$ cat config.mk
export PLATFORM = sky130hd
export DESIGN_NAME = jam_solver_flat
export DESIGN_NICKNAME = d
export VERILOG_FILES = /design/src/rtl/jam_pkg.sv /design/src/rtl/jam_solver_if.sv /design/src/rtl/jam_next_perm.sv /design/src/rtl/jam_solver.sv /design/src/flat_wrapper.sv
export SDC_FILE = /design/constraint.sdc
export NUM_CORES = 1
export LEC_CHECK = 0
export ABC_AREA = 1
export BUFFER_PORTS_ARGS = -buffer_cell sky130_fd_sc_hd__buf_4
export CORE_AREA = 5 5 234 327
export CTS_CLUSTER_SIZE = 10
export DETAILED_ROUTE_END_ITERATION = 10
export DIE_AREA = 0 0 239 332
export PLACE_DENSITY = 0.62
export SETUP_SLACK_MARGIN = 0.02
export SYNTH_ARGS = -nofsm -noshare
export SYNTH_HDL_FRONTEND = slang
export SYNTH_SLANG_ARGS = --single-unit
$ cat constraint.sdc
create_clock -name CLK -period 8.45 [get_ports CLK]
set_clock_uncertainty 0.1 [all_clocks]
set_input_delay 0.845 -clock CLK [delete_from_list [all_inputs] [get_ports CLK]]
set_output_delay 0.845 -clock CLK [all_outputs]
set_load 0.005 [all_outputs]
$ cat src/rtl/jam_pkg.sv
`default_nettype none
// ============================================================================
// Package   : jam_pkg
// Purpose   : Shared types and elaboration-time helpers for the exhaustive
//             assignment solver (jam_solver) and its bus interface.
// Contents  : state_e  - solver FSM states
//             perm_t   - permutation vector sized for the largest legal N
//             fact()   - n!
//             cnt_w()  - bits needed to hold 0..n! (MatchCount width)
// Revision  : 1.0 - initial release
// ============================================================================
package jam_pkg;

  typedef enum logic [1:0] {
    IDLE = 2'd0,
    LOAD = 2'd1,
    CALC = 2'd2,
    DONE = 2'd3
  } state_e;

  localparam int c_N_MAX  = 8;
  localparam int c_IW_MAX = 3;

  // Element k holds the job assigned to worker k.
  typedef logic [c_N_MAX-1:0][c_IW_MAX-1:0] perm_t;

  function automatic int unsigned fact(input int unsigned n);
    int unsigned f;
    f = 1;
    for (int unsigned k = 2; k <= n; k++) begin
      f = f * k;
    end
    return f;
  endfunction

  // Width of a counter that must reach n! without wrapping.
  function automatic int cnt_w(input int unsigned n);
    return $clog2(fact(n) + 1);
  endfunction

endpackage
`default_nettype wire

$ cat src/rtl/jam_solver_if.sv
`default_nettype none
// ============================================================================
// Interface : jam_solver_if
// Purpose   : Control/result and cost-table read bus of jam_solver.
// Signals   : START      harness -> solver  begin a solve
//             W, J       solver -> harness  worker/job address of cost read
//             Cost       harness -> solver  cost[W][J], one cycle after W/J
//             BUSY       solver -> harness  LOAD or CALC in progress
//             Valid      solver -> harness  result valid
//             MinCost    solver -> harness  minimum total cost
//             MatchCount solver -> harness  assignments reaching MinCost
//             BestPerm   solver -> harness  only with JAM_BEST_PERM_EN
// Modports  : master (harness side), slave (solver side)
// Macro     : JAM_BEST_PERM_EN adds BestPerm
// Revision  : 1.0 - initial release
// ============================================================================
interface jam_solver_if
  import jam_pkg::*;
#(
  parameter int N  = 8,
  parameter int CW = 7
);
  localparam int IW = $clog2(N);
  localparam int SW = CW + $clog2(N);
  localparam int MW = cnt_w(N);

  logic          START;
  logic [IW-1:0] W;
  logic [IW-1:0] J;
  logic [CW-1:0] Cost;
  logic          BUSY;
  logic          Valid;
  logic [SW-1:0] MinCost;
  logic [MW-1:0] MatchCount;
`ifdef JAM_BEST_PERM_EN
  logic [N*IW-1:0] BestPerm;

  modport master (
    output START, Cost,
    input  W, J, BUSY, Valid, MinCost, MatchCount, BestPerm
  );
  modport slave (
    input  START, Cost,
    output W, J, BUSY, Valid, MinCost, MatchCount, BestPerm
  );
`else
  modport master (
    output START, Cost,
    input  W, J, BUSY, Valid, MinCost, MatchCount
  );
  modport slave (
    input  START, Cost,
    output W, J, BUSY, Valid, MinCost, MatchCount
  );
`endif

endinterface
`default_nettype wire

$ cat src/rtl/jam_next_perm.sv
`default_nettype none
// ============================================================================
// Module    : jam_next_perm
// Purpose   : Combinational successor of a permutation in lexicographic
//             order (element 0 most significant).
// Ports     : i_order       current permutation, element k at [k]
//             o_next_order  next permutation (don't-care when o_is_last)
//             o_is_last     i_order is descending, no successor exists
// Revision  : 1.0 - initial release
// ============================================================================
module jam_next_perm #(
  parameter int N = 8,
  localparam int IW = $clog2(N)
) (
  input  logic [N-1:0][IW-1:0] i_order,
  output logic [N-1:0][IW-1:0] o_next_order,
  output logic                 o_is_last
);

  logic [IW-1:0] w_pivot;  // rightmost k with order[k] < order[k+1]
  logic [IW-1:0] w_succ;   // rightmost element greater than the pivot

  always_comb begin
    o_is_last = 1'b1;
    w_pivot   = '0;
    for (int k = 0; k < N - 1; k++) begin
      if (i_order[k] < i_order[k+1]) begin
        o_is_last = 1'b0;
        w_pivot   = IW'(k);
      end
    end
  end

  always_comb begin
    w_succ = '0;
    for (int k = 0; k < N; k++) begin
      if ((IW'(k) > w_pivot) && (i_order[k] > i_order[w_pivot])) begin
        w_succ = IW'(k);
      end
    end
  end

  // Swap pivot with its successor, then reverse the suffix. The suffix
  // reversal maps position k to source N + pivot - k; the swapped-in pivot
  // value sits wherever the successor used to be.
  always_comb begin
    o_next_order = i_order;
    for (int k = 0; k < N; k++) begin
      if (IW'(k) == w_pivot) begin
        o_next_order[k] = i_order[w_succ];
      end else if (IW'(k) > w_pivot) begin
        if (IW'(N + int'(w_pivot) - k) == w_succ) begin
          o_next_order[k] = i_order[w_pivot];
        end else begin
          o_next_order[k] = i_order[IW'(N + int'(w_pivot) - k)];
        end
      end
    end
  end

endmodule
`default_nettype wire

$ cat src/rtl/jam_solver.sv
`default_nettype none
// ============================================================================
// Module    : jam_solver
// Purpose   : Exhaustive N-worker/N-job assignment solver. Loads an NxN cost
//             table over the W/J/Cost read port, evaluates all N!
//             permutations (one per cycle, lexicographic order) and reports
//             the minimum total cost and how many assignments achieve it.
// Ports     : CLK  clock, rising edge
//             RST  asynchronous, active-low reset
//             bus  jam_solver_if.slave (START, W, J, Cost, BUSY, Valid,
//                  MinCost, MatchCount, BestPerm)
// Params    : N  (2..8) workers = jobs, CW cost entry width
// Macro     : JAM_BEST_PERM_EN - track and expose the first optimal
//             permutation on BestPerm
// Revision  : 1.0 - initial release
// ============================================================================
module jam_solver
  import jam_pkg::*;
#(
  parameter int N  = 8,
  parameter int CW = 7
) (
  input  logic       CLK,
  input  logic       RST,
  jam_solver_if.slave bus
);

  localparam int IW  = $clog2(N);
  localparam int SW  = CW + $clog2(N);
  localparam int MW  = cnt_w(N);
  localparam int LCW = $clog2(N * N + 1);

  localparam logic [1:0] c_S_IDLE = IDLE;
  localparam logic [1:0] c_S_LOAD = LOAD;
  localparam logic [1:0] c_S_CALC = CALC;
  localparam logic [1:0] c_S_DONE = DONE;

  localparam logic [LCW-1:0] c_LOAD_LAST = LCW'(N * N);
  localparam logic [IW-1:0]  c_IDX_LAST  = IW'(N - 1);

  typedef logic [N-1:0][IW-1:0] perm_l_t;

  function automatic perm_l_t ident_perm();
    for (int k = 0; k < N; k++) begin
      ident_perm[k] = IW'(k);
    end
  endfunction

  localparam perm_l_t c_IDENT = ident_perm();

  logic [1:0]     r_state;
  logic [IW-1:0]  r_w;
  logic [IW-1:0]  r_j;
  logic [IW-1:0]  r_pw;
  logic [IW-1:0]  r_pj;
  logic [LCW-1:0] r_cnt;
  logic           r_valid;
  logic [SW-1:0]  r_min;
  logic [MW-1:0]  r_match;
  perm_l_t        r_order;
  logic [CW-1:0]  r_tab [N][N];

  perm_l_t        w_next;
  logic           w_last;
  logic [SW-1:0]  w_sum;
  logic           w_calc;
  logic           w_better;
  logic           w_tie;
  logic           w_capture;

  jam_next_perm #(.N(N)) u_next_perm (
    .i_order      (r_order),
    .o_next_order (w_next),
    .o_is_last    (w_last)
  );

  // Total cost of the current assignment. Width SW cannot overflow:
  // N * (2^CW - 1) < 2^(CW + clog2(N)).
  always_comb begin
    w_sum = '0;
    for (int k = 0; k < N; k++) begin
      w_sum = w_sum + SW'(r_tab[k][r_order[k]]);
    end
  end

  assign w_calc   = (r_state == c_S_CALC);
  assign w_better = (w_sum < r_min);
  assign w_tie    = (w_sum == r_min);
  // Cost arrives one cycle after its address; cycle 0 of LOAD has nothing
  // to capture yet, and the final cycle captures the last address.
  assign w_capture = (r_state == c_S_LOAD) && (r_cnt != '0);

  always_ff @(posedge CLK) begin
    if (w_capture) begin
      r_tab[r_pw][r_pj] <= bus.Cost;
    end
  end

  always_ff @(posedge CLK or negedge RST) begin
    if (!RST) begin
      r_state <= c_S_IDLE;
      r_w     <= '0;
      r_j     <= '0;
      r_pw    <= '0;
      r_pj    <= '0;
      r_cnt   <= '0;
      r_valid <= 1'b0;
      r_min   <= '1;
      r_match <= '0;
      r_order <= c_IDENT;
    end else begin
      case (r_state)
        c_S_IDLE, c_S_DONE: begin
          if (bus.START) begin
            r_state <= c_S_LOAD;
            r_w     <= '0;
            r_j     <= '0;
            r_cnt   <= '0;
            r_valid <= 1'b0;
            r_min   <= '1;
            r_match <= '0;
            r_order <= c_IDENT;
          end
        end
        c_S_LOAD: begin
          r_pw <= r_w;
          r_pj <= r_j;
          if (r_cnt == c_LOAD_LAST) begin
            r_state <= c_S_CALC;
          end else begin
            r_cnt <= r_cnt + 1'b1;
            // W is the inner index; after the last address both wrap to 0.
            if (r_w == c_IDX_LAST) begin
              r_w <= '0;
              r_j <= (r_j == c_IDX_LAST) ? '0 : r_j + 1'b1;
            end else begin
              r_w <= r_w + 1'b1;
            end
          end
        end
        c_S_CALC: begin
          if (w_better) begin
            r_min   <= w_sum;
            r_match <= MW'(1);
          end else if (w_tie) begin
            r_match <= r_match + 1'b1;
          end
          if (w_last) begin
            r_state <= c_S_DONE;
            r_valid <= 1'b1;
            r_order <= c_IDENT;
          end else begin
            r_order <= w_next;
          end
        end
        default: r_state <= c_S_IDLE;
      endcase
    end
  end

  assign bus.W          = r_w;
  assign bus.J          = r_j;
  assign bus.BUSY       = (r_state == c_S_LOAD) || (r_state == c_S_CALC);
  assign bus.Valid      = r_valid;
  assign bus.MinCost    = r_min;
  assign bus.MatchCount = r_match;

`ifdef JAM_BEST_PERM_EN
  // Strict-less update keeps the lexicographically first optimum.
  perm_l_t r_best;

  always_ff @(posedge CLK or negedge RST) begin
    if (!RST) begin
      r_best <= c_IDENT;
    end else if (w_calc && w_better) begin
      r_best <= r_order;
    end
  end

  assign bus.BestPerm = r_best;
`endif

endmodule
`default_nettype wire

$ cat src/flat_wrapper.sv
// flat-port wrapper written by rule: the top's interface ports become plain ports
module jam_solver_flat import jam_pkg::*;
#(
  parameter int N  = 8,
  parameter int CW = 7
)
  (CLK, RST, bus_START, bus_Cost, bus_W, bus_J, bus_BUSY, bus_Valid, bus_MinCost, bus_MatchCount);
  jam_solver_if #(.N(N), .CW(CW)) bus_i ();
  input  logic CLK;
  input  logic RST;
  input wire logic [$bits(bus_i.START)-1:0] bus_START;
  input wire logic [$bits(bus_i.Cost)-1:0] bus_Cost;
  output wire logic [$bits(bus_i.W)-1:0] bus_W;
  output wire logic [$bits(bus_i.J)-1:0] bus_J;
  output wire logic [$bits(bus_i.BUSY)-1:0] bus_BUSY;
  output wire logic [$bits(bus_i.Valid)-1:0] bus_Valid;
  output wire logic [$bits(bus_i.MinCost)-1:0] bus_MinCost;
  output wire logic [$bits(bus_i.MatchCount)-1:0] bus_MatchCount;
  assign bus_i.START = bus_START;
  assign bus_i.Cost = bus_Cost;
  assign bus_W = bus_i.W;
  assign bus_J = bus_i.J;
  assign bus_BUSY = bus_i.BUSY;
  assign bus_Valid = bus_i.Valid;
  assign bus_MinCost = bus_i.MinCost;
  assign bus_MatchCount = bus_i.MatchCount;
  jam_solver #(.N(N), .CW(CW)) u_core (.CLK(CLK), .RST(RST), .bus(bus_i));
endmodule
; ---- After elaboration in Yosys (flattened, before gate mapping)
; Memories as Yosys holds them, arrays and structs flattened.
; Index checks and enable logic that the tools add are counted.
[word_totals]
input_bits = 10
ram_bits = 448
register_bits = 72
n_memories = 1
wordCells = 284
[mem_list]
columns = memory, words, word_bits, read_ports, rd_ports_with_merged_regs, write_ports, line_no
row1 = u_core.r_tab, 8, 56, 8, 0, 1, jam_solver.sv:61  ; logic [CW-1:0] r_tab [N][N];
[classes]
n_addsub = 19
n_mux = 128
reduce_logical = 30
eq_ne = 37
n_bitwise = 9
n_lt_le_gt_ge = 43
[op_table]
columns = operator, n
row1 = 3-bit two-way mux, 59
row2 = 7-bit binary-select mux with 3-bit select, 8
row3 = 7-bit two-way mux, 19
row4 = 3-bit binary-select mux with 3-bit select, 10
row5 = 10-bit by 7-bit adder with 10-bit output, 6
row6 = 56-bit two-way mux, 1
row7 = 16-bit two-way mux, 3
row8 = 24-bit two-way mux, 2
row9 = 24-bit one-hot mux with 2 select lines, 1
row10 = "3-bit by 5-bit < comparator with 1-bit output, second input constant", 8
row11 = 3-bit AND reduction, 13
row12 = "4-bit greater-or-equal comparator, second input constant", 9
row13 = 3-bit inverter with 4-bit output, 9
row14 = "4-bit != test, second input constant", 8
row15 = 16-bit one-hot mux with 2 select lines, 1
row16 = 3-bit == test, 8
row17 = 7-bit demux with 3-bit select, 1
row18 = 3-bit greater-than comparator, 7
row19 = 3-bit < comparator, 7
row20 = 10-bit two-way mux, 2
row21 = 10-bit one-hot mux with 2 select lines, 1
row22 = "16-bit by 1-bit adder with 16-bit output, second input constant", 1
row23 = "3-bit subtractor, second input constant", 5
row24 = 7-bit one-hot mux with 2 select lines, 1
row25 = other kinds (35), 76

; ---- Longest topological paths before layout
[logic_depth]
ltp_word = 24
ltp_mapped = 47
mapped_depth_nobuf = 45

; ---- Cells and area by module
; Synthesis repeated with hierarchy kept, for this count alone.
[unflattened]
hier_cells = 2488
area_unflattened_um2 = 25942.4
[modules_own_cells]
columns = module, cells_per_inst, seq_area_each_um2, instances, area_per_inst_um2
row1 = jam_solver, 1861, 15282.2, 1, 22565.4
row2 = jam_next_perm, 627, 0.0, 1, 3377.0

; ---- Worst setup path before layout
; OpenSTA, ideal clock, no wires.
[synth_path]
path_kind = flip-flop to flip-flop
startpoint = register u_core.r_order[3] (netlist bit)
endpoint = register u_core.r_match[13] (netlist: u_core.bus.MatchCount[13])
t_required_ns = 8.233
setup_time_ns = 0.117
path_buffers = 2
arrival_time_ns = 7.843
stages_incl_launch_ff = 45
slack_ns = 0.390
path_cell_list = dfstp_2 > clkbuf_1 > clkbuf_1 > nor2_1 > nor2_1 > o21ai_0 > a31oi_1 > ha_1 > inv_1 > fa_1 > o21ai_0 > xor2_1 > fa_1 > inv_1 > fa_1 > inv_1 > fa_1 > inv_1 > [... 9 more ...] > xnor2_1 > ha_1 > nand2_1 > inv_1 > nand3_1 > nor2_1 > o21ai_0 > nand3_1 > nand2_1 > inv_1 > o31ai_1 > nand2_1 > nor4b_1 > nand2_1 > nor2_1 > nand2_1 > nor2_1 > nor2_1
[synth_via]
elab_chain_len = 14
[synth_rtl]
columns = item, line_no
row1 = start: declaration, jam_solver.sv:60  ; perm_l_t r_order;
row2 = start signal: assignment, jam_solver.sv:110  ; r_order <= c_IDENT;
row3 = start signal: assignment, jam_solver.sv:122  ; r_order <= c_IDENT;
row4 = start signal: assignment, jam_solver.sv:151  ; r_order <= c_IDENT;
row5 = 3-bit inverter with 4-bit output (not written as such) *, jam_solver.sv:82  ; w_sum = w_sum + SW'(r_tab[k][r_order[k]]);
row6 = 7-bit binary-select mux with 3-bit select *, jam_solver.sv:82
row7 = 7-bit two-way mux (not written as such) * (2 in a row), jam_solver.sv:82
row8 = 7-bit by 7-bit adder with 8-bit output *, jam_solver.sv:82
row9 = 10-bit by 7-bit adder with 10-bit output * (6 in a row), jam_solver.sv:82
row10 = 10-bit < comparator or 10-bit == test (tied branches), "jam_solver.sv:87, jam_solver.sv:88"
row11 = 3-bit != test (no source line) or 16-bit two-way mux (tied branches), n/a
row12 = 3-bit AND reduction (no source line) or 16-bit one-hot mux with 2 select lines (tied branches), n/a
row13 = end signal: assignment, jam_solver.sv:146  ; r_match <= r_match + 1'b1;
row14 = end: declaration, jam_solver.sv:59  ; logic [MW-1:0] r_match;
; Every way passes the cells marked *; elsewhere a longest branch is shown, timed or not. The select of a mux whose other input is x is not followed.
; A chain may end at the register's enable or synchronous reset.

; ---- Worst setup path in the final report
; Ends and elaborated chain as after synthesis.

==> reports/results.txt <==
die area - 79,300 µm²
ant diodes - 0
largest net degree at the start of global routing - 65
Slew HR - 30.4%
flop-to-flop setup slack - 510 ps
Setup crit end - u_core.bus.MatchCount[13]
Worst path max stage delay - 610 ps
Cells after Synth - 2,465
slowest cell on the critical path - dfstp_2
Boundary Pins - 44
Post-Place Setup Slack - -52.7 ps
Finished Cell Area - 29,000 µm²
TritonCTS clock tree - yes
number of synthesized register bits - 520
Initial DRC Count - 1,356
top_reg_cell synth - edfxtp_1
Critical Path RT - 8890 ps
Worst R2R Start - u_core.r_order[3]
post-synth net total - 2,593
worst slew pin tran - 1040 ps
Area Overhead vs Synth - 14.1%
Tmin final - 7940 ps
Die X - 239 µm
Remaining DRCs - 0
Post-Route Utilization - 39.5%
total wire length - 72.7 mm
final worst slack - 511 ps
Max Clk Rate - 126 MHz
Pins Over Slew Limit - 0
fraction of layout cells with a size suffix above 1 - 10.6%
status - complete, no violations
period utilisation layout - 93.9%
First-pass DRT Iterations - 5
nets - 2,667
routability cong. - 1.01
PortBufs - 43
Max FO, Critical Path - 7
count of final hold-check violations - 0
R2R depth - 43
# setup viols final - 0
startpoint types - flip-flop
RSZ-0062 raised after global routing - yes
post-synthesis area per instance - 10.3 µm²
most frequent CP cell - nand2_1
core footprint - 73,400 µm²
global-route total usage across every layer - 17.7%
Worst setup EP type - flip-flop
post-synth cell types - 53
Final ANT Viol Nets - 0
Post-synth EDFFs - 448
Inserted Clock Buffers - 58
htree depth - 2
clock root buffer - clkbuf_16
clock slew at the register clock pins of the worst setup and hold paths - 60 ps
fraction of the yosys area taken by sequential cells - 60.2%
via count - 18,300
area post-placement - 27,000 µm²
DR WL/cell - 20.5 µm
async set-or-reset flop fraction in the synthesized netlist - 13.8%
Starting Density - 34.6%
min-delay worst type - in -> async
Vias/cell - 5.17
dpl hpwl - 50.0 mm
CTS Hold Bufs - 0
cell area after synthesis - 25,400 µm²
Max-Cap Viols - 0
WP data arrival - 8370 ps
initial antenna violation count - 0
yosys warns - 0
CTS sink cnt - 520
first-pass GRT wire length - 108 mm
Bufs on Longest Clock Path - 3
# rows - 118
vias in the first global route - 17,900
origin of the worst setup path - u_core.r_order[3]
kind of critical path - reg -> reg
Worst R2R End - u_core.bus.MatchCount[13]
Die Y - 332 µm
gr ovfl total - 0
clk_lat worst skew - 620 ps
[synthesized netlist by cell type (3+ instances only)]
| cell | n | area share [%] |
|---|---|---|
| mux2i_1 | 20 | 0.79 |
| a211oi_1 | 3 | 0.089 |
| nand3_1 | 158 | 3.1 |
| clkinv_1 | 5 | 0.074 |
| o21ai_0 | 261 | 5.1 |
| buf_2 | 8 | 0.16 |
| buf_1 | 4 | 0.059 |
| edfxtp_1 | 448 | 53 |
| xnor2_1 | 5 | 0.17 |
| a21oi_1 | 76 | 1.5 |
| nand2_1 | 359 | 5.3 |
| o21a_1 | 4 | 0.12 |
| nand2_4 | 6 | 0.27 |
| clkbuf_1 | 80 | 1.2 |
| o21ai_2 | 3 | 0.10 |
| dfstp_2 | 22 | 2.3 |
| nor3_1 | 10 | 0.20 |
| inv_1 | 212 | 3.1 |
| o22ai_1 | 47 | 1.2 |
| o211ai_1 | 3 | 0.089 |
| ha_1 | 84 | 4.1 |
| o21ai_1 | 7 | 0.14 |
| a32o_1 | 12 | 0.47 |
| o221ai_1 | 7 | 0.24 |
| o21bai_1 | 3 | 0.089 |
| a31oi_1 | 35 | 0.86 |
| dfrtp_1 | 50 | 4.9 |
| nor2_1 | 410 | 6.1 |
| a22oi_1 | 5 | 0.15 |
| xor2_1 | 13 | 0.45 |
| fa_1 | 34 | 2.7 |
| nand2_2 | 15 | 0.37 |
| nand4_1 | 16 | 0.39 |
| inv_2 | 10 | 0.15 |
[final cells by class]
class                           count  area, µm²
Multi-Input combinational cell   1621       9060
Fill cell                        7080      44400
Tap cell                          960       1200
Clock inverter                      4       71.3
Timing Repair Buffer              110        866
Sequential cell                   520      15300
Clock buffer                      105       1640
Inverter                          228        858
[cell families (layout without fill, tap and decap cells)]
logic type | after synthesis | after routing | synth area share (%)
compound gates | 479 | 479 | 10.6
xor+xnor | 19 | 19 | 0.685
fa+ha+maj | 118 | 118 | 6.82
buf+inv | 324 | 447 | 4.92
flops | 520 | 520 | 60.2
mux | 20 | 20 | 0.788
simple gates | 985 | 985 | 16.0
[flip-flops by register name (all words and copies together) (netlist names)]
name and count:
u_core.bus.J 3, u_core.bus.MatchCount 16, u_core.bus.MinCost 10, u_core.bus.Valid 1, u_core.bus.W 3, u_core.r_cnt 7, u_core.r_order 24, u_core.r_pj 3
u_core.r_pw 3, u_core.r_state 2, u_core.r_tab 448
[worst min-delay path by stage]
stage                     cells after the start             startpoint                     to
final                                         1                    RST     u_core.r_order[13]
after global routing                          1                    RST      u_core.r_order[2]
after CTS                                     1                    RST      u_core.r_order[2]
after detailed placement                      2       u_core.bus.Valid       u_core.bus.Valid
after global placement                        2       u_core.bus.Valid       u_core.bus.Valid
after floorplan                               2  u_core.bus.MinCost[8]  u_core.bus.MinCost[8]
[critical path, delay by kind of cell, from the launching register on]
kind / cells / cell delay, ps
XOR/XNOR: 2 / 310
AO/OA/AOI/OAI: 10 / 1230
adder cells (fa/ha/maj): 8 / 3440
buffers and inverters: 8 / 800
flip-flops: 1 / 610
AND/OR/NAND/NOR: 15 / 1360
[repair_timing]
item                                    CTS  global route
hold endpoints to repair                  0             0
resized for setup                         1            53
buffers inserted                          0            10
pin swaps                                 0            22
endpoints found under the setup margin    5            23
[per-stage QoR]
stage,std cells,setup TNS [ps],hold WS (ps)
final,3548,0,110
after global routing,3548,-131,148
after floorplan,2465,0,375
after global placement,3429,0,378
after CTS,3538,0,106
after detailed placement,3429,-164,389
[layer usage]
metal  track usage [%]  up-vias  wire, µm
met1              20.7     8876     27900
met5                 0        -         0
met2              30.6      568     36100
met4              10.9        0      5230
li1                  -     8698         -
met3              2.18      185      3440
[cell usage in the layout (no fill, tap or decap), types with 5 or more instances in the layout]
cell type,count
ha_1,79
nand4_1,16
nand2_1,357
a32o_1,12
nand3_1,158
clkbuf_16,58
nand2_4,6
inv_2,14
fa_1,31
mux2i_1,20
a21oi_1,68
xor2_1,12
a21oi_2,9
nor3_1,9
dfrtp_1,50
clkinv_1,5
inv_1,208
nand2_2,17
nor2_1,408
clkbuf_1,46
buf_4,104
a31oi_1,33
edfxtp_1,448
o21ai_1,12
o22ai_1,46
a22oi_1,5
dfstp_2,22
o21ai_0,254
o221ai_1,7
Power is left out: the tool's default activity adds up to more than one toggle a clock period on the data nets, which glitch-free logic cannot reach.
